## src/rtl/xtable_arbiter.sv

```systemverilog
// ---------------------------------------------------------------------------
// xtable_arbiter
//
// Two-port front end for the single-port 8x8 times-table ROM (mem_xtable,
// 64 x 6-bit, address = {a,b}). It arbitrates round-robin between two
// requesters, drives the ROM enable/address from registers, and follows every
// read through the fixed ROM latency. When the read completes it returns the
// ROM word to the requester that issued it.
//
// Parameters
//   MEM_LAT   ROM read latency in cycles (1..4). This is the time from the edge
//             that samples mem_en/mem_addr to mem_dout being valid.
//
// Ports
//   clk                 rising-edge clock
//   rst                 asynchronous, active-high reset
//   req0/req1           requests; operands are held stable until granted
//   a0,b0 / a1,b1       3-bit operands for requester 0 / 1
//   gnt0/gnt1           combinational accept, high in the cycle the request
//                       is taken
//   valid0/valid1       one-cycle pulse when result0/result1 is updated
//   result0/result1     registered product; holds between pulses
//   mem_en/mem_addr     registered ROM enable / address (ena / addra)
//   mem_dout            ROM read data (douta)
//   err                 sticky self-check flag
//
// Optional feature
//   XTABLE_CHECK_EN     When defined, the tag pipeline also carries the
//                       operands. Each returned ROM word is compared with a*b,
//                       and err is set on a mismatch. When undefined, err is
//                       tied low.
//
// Timing: a grant in cycle T gives mem_en/mem_addr in T+1 and ROM data in
// T+1+MEM_LAT. valid/result are visible in T+2+MEM_LAT.
// ---------------------------------------------------------------------------
module xtable_arbiter #(
    parameter int MEM_LAT = 1
) (
    input  logic       clk,
    input  logic       rst,
    input  logic       req0,
    input  logic       req1,
    input  logic [2:0] a0,
    input  logic [2:0] b0,
    input  logic [2:0] a1,
    input  logic [2:0] b1,
    output logic       gnt0,
    output logic       gnt1,
    output logic       valid0,
    output logic       valid1,
    output logic [5:0] result0,
    output logic [5:0] result1,
    output logic       mem_en,
    output logic [5:0] mem_addr,
    input  logic [5:0] mem_dout,
    output logic       err
);

    // Round-robin pointer: index of the most recently granted requester.
    logic       last_r;

    // Arbitration results for the current cycle.
    logic       gnt0_s;
    logic       gnt1_s;
    logic       any_gnt_s;
    logic       gnt_idx_s;
    logic [2:0] sel_a_s;
    logic [2:0] sel_b_s;

    // Registered ROM interface.
    logic       mem_en_r;
    logic [5:0] mem_addr_r;

    // Tag pipeline. The last stage lines up with the cycle in which mem_dout
    // carries the data for that tag.
    logic       tag_vld_r [0:MEM_LAT];
    logic       tag_idx_r [0:MEM_LAT];

    // Tag at the pipeline output.
    logic       out_vld_s;
    logic       out_idx_s;

    // Registered return ports.
    logic       valid0_r;
    logic       valid1_r;
    logic [5:0] result0_r;
    logic [5:0] result1_r;

`ifdef XTABLE_CHECK_EN
    // Operands travel with the tag so the returned word can be re-checked.
    logic [2:0] tag_a_r [0:MEM_LAT];
    logic [2:0] tag_b_r [0:MEM_LAT];
    logic       err_r;

    // Reference product at 6-bit width. The largest value is 49, which fits.
    function automatic logic [5:0] xt_product(input logic [2:0] a, input logic [2:0] b);
        logic [5:0] p;
        p = {3'b000, a} * {3'b000, b};
        return p;
    endfunction
`endif

    // Arbiter: a single request wins outright. On a tie the requester other
    // than last_r wins.
    always_comb begin
        gnt0_s = 1'b0;
        gnt1_s = 1'b0;
        if (req0 && req1) begin
            if (last_r) begin
                gnt0_s = 1'b1;
            end else begin
                gnt1_s = 1'b1;
            end
        end else if (req0) begin
            gnt0_s = 1'b1;
        end else if (req1) begin
            gnt1_s = 1'b1;
        end else begin
            gnt0_s = 1'b0;
            gnt1_s = 1'b0;
        end
    end

    // Operand and index mux for the granted requester.
    always_comb begin
        sel_a_s   = a0;
        sel_b_s   = b0;
        gnt_idx_s = 1'b0;
        if (gnt1_s) begin
            sel_a_s   = a1;
            sel_b_s   = b1;
            gnt_idx_s = 1'b1;
        end else begin
            sel_a_s   = a0;
            sel_b_s   = b0;
            gnt_idx_s = 1'b0;
        end
    end

    assign any_gnt_s = gnt0_s | gnt1_s;

    // Round-robin pointer update. It resets to 1 so requester 0 wins the
    // first tie.
    always_ff @(posedge clk or posedge rst) begin
        if (rst) begin
            last_r <= 1'b1;
        end else if (any_gnt_s) begin
            last_r <= gnt_idx_s;
        end else begin
            last_r <= last_r;
        end
    end

    // ROM enable/address registers. The address holds on idle cycles.
    always_ff @(posedge clk or posedge rst) begin
        if (rst) begin
            mem_en_r   <= 1'b0;
            mem_addr_r <= 6'd0;
        end else if (any_gnt_s) begin
            mem_en_r   <= 1'b1;
            mem_addr_r <= {sel_a_s, sel_b_s};
        end else begin
            mem_en_r   <= 1'b0;
            mem_addr_r <= mem_addr_r;
        end
    end

    // Tag shift register. A null tag enters on idle cycles. Reset drops every
    // in-flight read.
    always_ff @(posedge clk or posedge rst) begin
        if (rst) begin
            for (int k = 0; k <= MEM_LAT; k++) begin
                tag_vld_r[k] <= 1'b0;
                tag_idx_r[k] <= 1'b0;
            end
        end else begin
            tag_vld_r[0] <= any_gnt_s;
            tag_idx_r[0] <= gnt_idx_s;
            for (int k = 1; k <= MEM_LAT; k++) begin
                tag_vld_r[k] <= tag_vld_r[k-1];
                tag_idx_r[k] <= tag_idx_r[k-1];
            end
        end
    end

`ifdef XTABLE_CHECK_EN
    // Operand pipeline alongside the tags, used only by the self-check.
    always_ff @(posedge clk or posedge rst) begin
        if (rst) begin
            for (int k = 0; k <= MEM_LAT; k++) begin
                tag_a_r[k] <= 3'd0;
                tag_b_r[k] <= 3'd0;
            end
        end else begin
            tag_a_r[0] <= sel_a_s;
            tag_b_r[0] <= sel_b_s;
            for (int k = 1; k <= MEM_LAT; k++) begin
                tag_a_r[k] <= tag_a_r[k-1];
                tag_b_r[k] <= tag_b_r[k-1];
            end
        end
    end
`endif

    assign out_vld_s = tag_vld_r[MEM_LAT];
    assign out_idx_s = tag_idx_r[MEM_LAT];

    // Result return: capture mem_dout for the owning requester only. valid
    // is a single-cycle pulse.
    always_ff @(posedge clk or posedge rst) begin
        if (rst) begin
            valid0_r  <= 1'b0;
            valid1_r  <= 1'b0;
            result0_r <= 6'd0;
            result1_r <= 6'd0;
        end else begin
            valid0_r <= 1'b0;
            valid1_r <= 1'b0;
            if (out_vld_s) begin
                if (out_idx_s == 1'b0) begin
                    valid0_r  <= 1'b1;
                    result0_r <= mem_dout;
                end else begin
                    valid1_r  <= 1'b1;
                    result1_r <= mem_dout;
                end
            end else begin
                result0_r <= result0_r;
                result1_r <= result1_r;
            end
        end
    end

`ifdef XTABLE_CHECK_EN
    // Sticky mismatch flag. Only rst clears it.
    always_ff @(posedge clk or posedge rst) begin
        if (rst) begin
            err_r <= 1'b0;
        end else if (out_vld_s &&
                     (mem_dout != xt_product(tag_a_r[MEM_LAT], tag_b_r[MEM_LAT]))) begin
            err_r <= 1'b1;
        end else begin
            err_r <= err_r;
        end
    end

    assign err = err_r;
`else
    assign err = 1'b0;
`endif

    assign gnt0     = gnt0_s;
    assign gnt1     = gnt1_s;
    assign mem_en   = mem_en_r;
    assign mem_addr = mem_addr_r;
    assign valid0   = valid0_r;
    assign valid1   = valid1_r;
    assign result0  = result0_r;
    assign result1  = result1_r;

endmodule

```

## config.mk

```make
export PLATFORM = sky130hd
export DESIGN_NAME = xtable_arbiter
export DESIGN_NICKNAME = d
export VERILOG_FILES = /design/src/rtl/xtable_arbiter.sv
export SDC_FILE = /design/constraint.sdc
export NUM_CORES = 1
export LEC_CHECK = 0
export BUFFER_PORTS_ARGS = -buffer_cell sky130_fd_sc_hd__buf_2
export CAP_MARGIN = 10
export CORE_ASPECT_RATIO = 1.25
export CORE_MARGIN = 3
export CORE_UTILIZATION = 49
export CTS_CLUSTER_SIZE = 10
export DETAILED_ROUTE_END_ITERATION = 6
export GPL_ROUTABILITY_DRIVEN = 0
export MAX_ROUTING_LAYER = met4
export PLACE_DENSITY = 0.94
export SYNTH_ARGS = -nofsm -noshare
export SYNTH_HDL_FRONTEND = slang
export SYNTH_SLANG_ARGS = --single-unit
```

## constraint.sdc

```tcl
create_clock -name clk -period 2 [get_ports clk]
set_input_delay 0.1 -clock clk [delete_from_list [all_inputs] [get_ports clk]]
set_output_delay 0.1 -clock clk [all_outputs]
set_load 0.01 [all_outputs]
```

* Word level (Yosys, flattened, before mapping)
Cells that the tools add are included.
** Word-level totals
- Register bits :: 26
- Input bits :: 22
- Output and inout bits :: 24
- Word-level logic and storage cells :: 31
** Cells by class
- Multiplexer cells :: 15
- Bitwise operators :: 2
- Reduce and logical (&&, ||, !) cells :: 3
** Operator list (count)
- two-way mux 1 bit :: 13
- two-way mux 3 bit :: 2
- AND reduction 2 bit :: 2
- logical AND 1 bit :: 1
- NOT 1 bit :: 1
- OR 1 bit :: 1

* Depth between registers and ports, before layout
- Depth after elaboration :: 5
- Depth in mapped cells :: 5
- Gate-level depth less buffers :: 3

* Least setup slack after synthesis
OpenSTA, ideal clock, no wires.
- Path kind :: register -> register
- Start :: register last_r
- End :: register mem_addr_r[0], in the netlist mem_addr[0]
- Library setup time :: 0.129 ns
- Arrival time :: 1.027 ns
- Setup slack :: 0.843 ns
- Cell stages (with the launch flop) :: 6
- Cells stage by stage :: dfstp_2 > buf_6 > nor2b_4 > buf_6 > o32ai_1 > a21oi_1
** On the way
- Longest elaborated chain between the ends :: 3
** RTL lines
- start: declaration :: RTL line 60 : logic last_r;
- start signal: assignment :: RTL line 148 : last_r <= gnt_idx_s;
- start signal: assignment :: RTL line 150 : last_r <= last_r;
- two-way mux 1 bit :: RTL line 109 : if (last_r) begin
- two-way mux 1 bit :: RTL line 108 : if (req0 && req1) begin
- two-way mux 3 bit or OR 1 bit (tied branches) :: RTL line 129, 140
- end signal: assignment :: RTL line 161 : mem_addr_r <= {sel_a_s, sel_b_s};
- end signal: assignment :: RTL line 164 : mem_addr_r <= mem_addr_r;
- end: declaration :: RTL line 72 : logic [5:0] mem_addr_r;
Parallel ways exist; a longest one is shown, timed or not.
A chain may end at the register's enable or synchronous reset.

* Worst setup path in the final report
- Start :: register last_r
- End :: output gnt1
** On the way
- Longest elaborated chain between the ends :: 2
** RTL lines
- two-way mux 1 bit :: RTL line 109
- two-way mux 1 bit :: RTL line 108
- end: declaration :: RTL line 48 : output logic gnt1,
No other way between the ends.

==> metrics.txt <==
outcome finished, final reports clean; static leakage power 0.668 nW; WHS 0.0251 ns; CP Class flip-flop to output pin; P_sw 308 uW; final period utilization 70.1%; RSZ-0062 raised after global routing no; Pwr Density 828 nW/um^2; CTS max path bufs 2; Top FF cell, synth dfrtp_1; Die X 47.6 um; Post-Syn Area 1060 um^2; total gr overflow 0; first-pass GRT wire length 2.97 mm; worst hold-check path type primary input to flip-flop; vias post-DR 774; CP startpoint kind flip-flop; WL final 1.99 mm; Root Driver clkbuf_4; CP Capture Type output pin; Vias/cell 5.30; Avg WL per Cell 13.6 um; clock-pin slew on the worst setup and hold paths 0.14 ns; Final Instance Count excl. Fillers 146; hold path start req0; count of final setup violators 0; Initial DRC Count 4; final hold vios 0; DRC viols 0; Netlist cell types 21; postcts setup bufs 0; Tot GR Track Use 15.0%; EDFF count, synth 0; utilization after layout 65.4%; height of the die 58.1 um; Fmax 0.714 GHz; CTS HTree Levels 1; Mapped Cells 79; CP required 1.90 ns; TritonCTS clock tree built; fin area 1330 um^2; HPWL after detailed placement 1.50 mm; ratio of cells with drive above 1 in the final layout 51.6%; I/O pin cnt 46; dpl cell area 1260 um^2; CTS Buf Count 3; VDD IR max 0.529 mV; post-synth net total 101; worst-path fanout max 9; combinational power share 24.0%; post-route ant nets 0; port bufs 44; CTS resizes 0; Final Critical Period 1.40 ns; initial core utilization 52.4%; clock sinks 25; internal power 789 uW; Clk network pwr share 19.9%; Seq cells post-synth 25; Fill cells 166; Nets 149; TNS Setup 0 ns; Critical Path Start last_r; sequential power share 56.2%; core area 2030 um^2; die area 2770 um^2; Layout area overhead 24.7%; worst setup margin 0.599 ns; sequential share of the synthesized area 59.0%; maxcap violations 0; Sw Ratio 28.1%; DR pass1 iterations 2; pin count of the biggest net entering global routing 26; pre-CTS setup slack 0.797 ns; antenna fix cells 0; Overall Power 1.10 mW; FP Rows 18; Async SR Flop Fraction 100%; antenna violations before repair 0; yosys warns 0; vias in the first global route 720; Final Slew Violations 0; mean post-synth cell area 13.4 um^2; reg2reg start last_r; placed cells 138; WP data arrival 1.30 ns; Layout Skew 0.0139 ns; Skew-Pair Late Insertion Delay 0.31 ns
==> kinds of logic after synthesis <==
group	synth area share (%)
AO/OA/AOI/OAI	12.0
other	0.353
flip-flops	59.0
AND/OR/NAND/NOR	6.95
multiplexers	14.8
buffers and inverters	6.83
==> cells in the mapped netlist (2+ instances only) <==
cell type	instances	area share [%]
a21oi_1	6	2.8
buf_6	4	4.2
dfrtp_1	24	57
inv_1	3	1.1
mux2_2	6	6.4
mux2_4	6	8.5
nand2b_1	5	2.9
o21ai_0	6	2.8
o32ai_1	6	4.9
or2b_1	2	1.4
==> critical path: stages (launching register included) <==
cell and delay (ns):
dfstp_2 0.67, a21boi_0 0.15, buf_2 0.17
==> final cells by class <==
class,instances,area [um^2],area share [%]
clock buffer,3,22.5,1.70
timing repair buffer,49,268,20.2
clock inverter,1,5.00,0.378
tap,20,25.0,1.89
inverter,4,15.0,1.13
multi-input combinational,44,363,27.4
sequential,25,627,47.3
==> power by group through the flow <==
stage	clock, mW	sequential, mW	combinational [mW]
2_1_floorplan	0	0.648	0.143
3_3_place_gp	0	0.624	0.251
3_5_place_dp	0	0.627	0.261
4_1_cts	0.225	0.617	0.263
5_1_grt	0.253	0.626	0.291
6_report	0.218	0.616	0.263
==> state kept, by name, summed over array words and instances (netlist names) <==
register	cells
mem_en	1
out_vld_s	1
valid1	1
result1	6
last_r	1
tag_idx_r	1
result0	6
out_idx_s	1
valid0	1
mem_addr	6
==> placed cells by master, fill, tap and decap left out, drive strengths merged <==
cell and count:
a21boi 1, nor2 1, clkinv 1, nor2b 1
or2 1, a21o 1, buf 45, a21oi 6
dfstp 1, o32ai 6, or2b 2, conb 1
o21ai 6, nand2b 5, dlygate4sd3 4, inv 4
clkbuf 3, dfrtp 24, nand2 1, mux2 12
==> path summary, 6_finish.rpt <==
path | end | slack [ns] | cells past startpoint
worst max-delay path | gnt1 | 0.60 | 2
worst min-delay path | mem_en | 0.03 | 2
worst max register to register | mem_addr[1] | 0.78 | 3
worst min register to register | out_idx_s | 0.37 | 0
max in group asynchronous | last_r | 1.37 | 4
min in group asynchronous | out_vld_s | 0.35 | 4
==> timing repair <==
item                                    in CTS  in global routing
endpoints found under the setup margin       0                  0
hold endpoints to repair                    24                  3
hold buffers                                 1                  3
==> per-layer routing <==
metal	global-route usage (%)	wire (um)	part of all wire (%)	vias to the layer above
li1	-	-	-	367
met1	17.1	819	41	367
met2	25.5	981	49	38
met3	3.11	174	8.8	2
met4	4.62	12	0.60	0
met5	-	0	0	-
(Power assumes the default switching activity.)
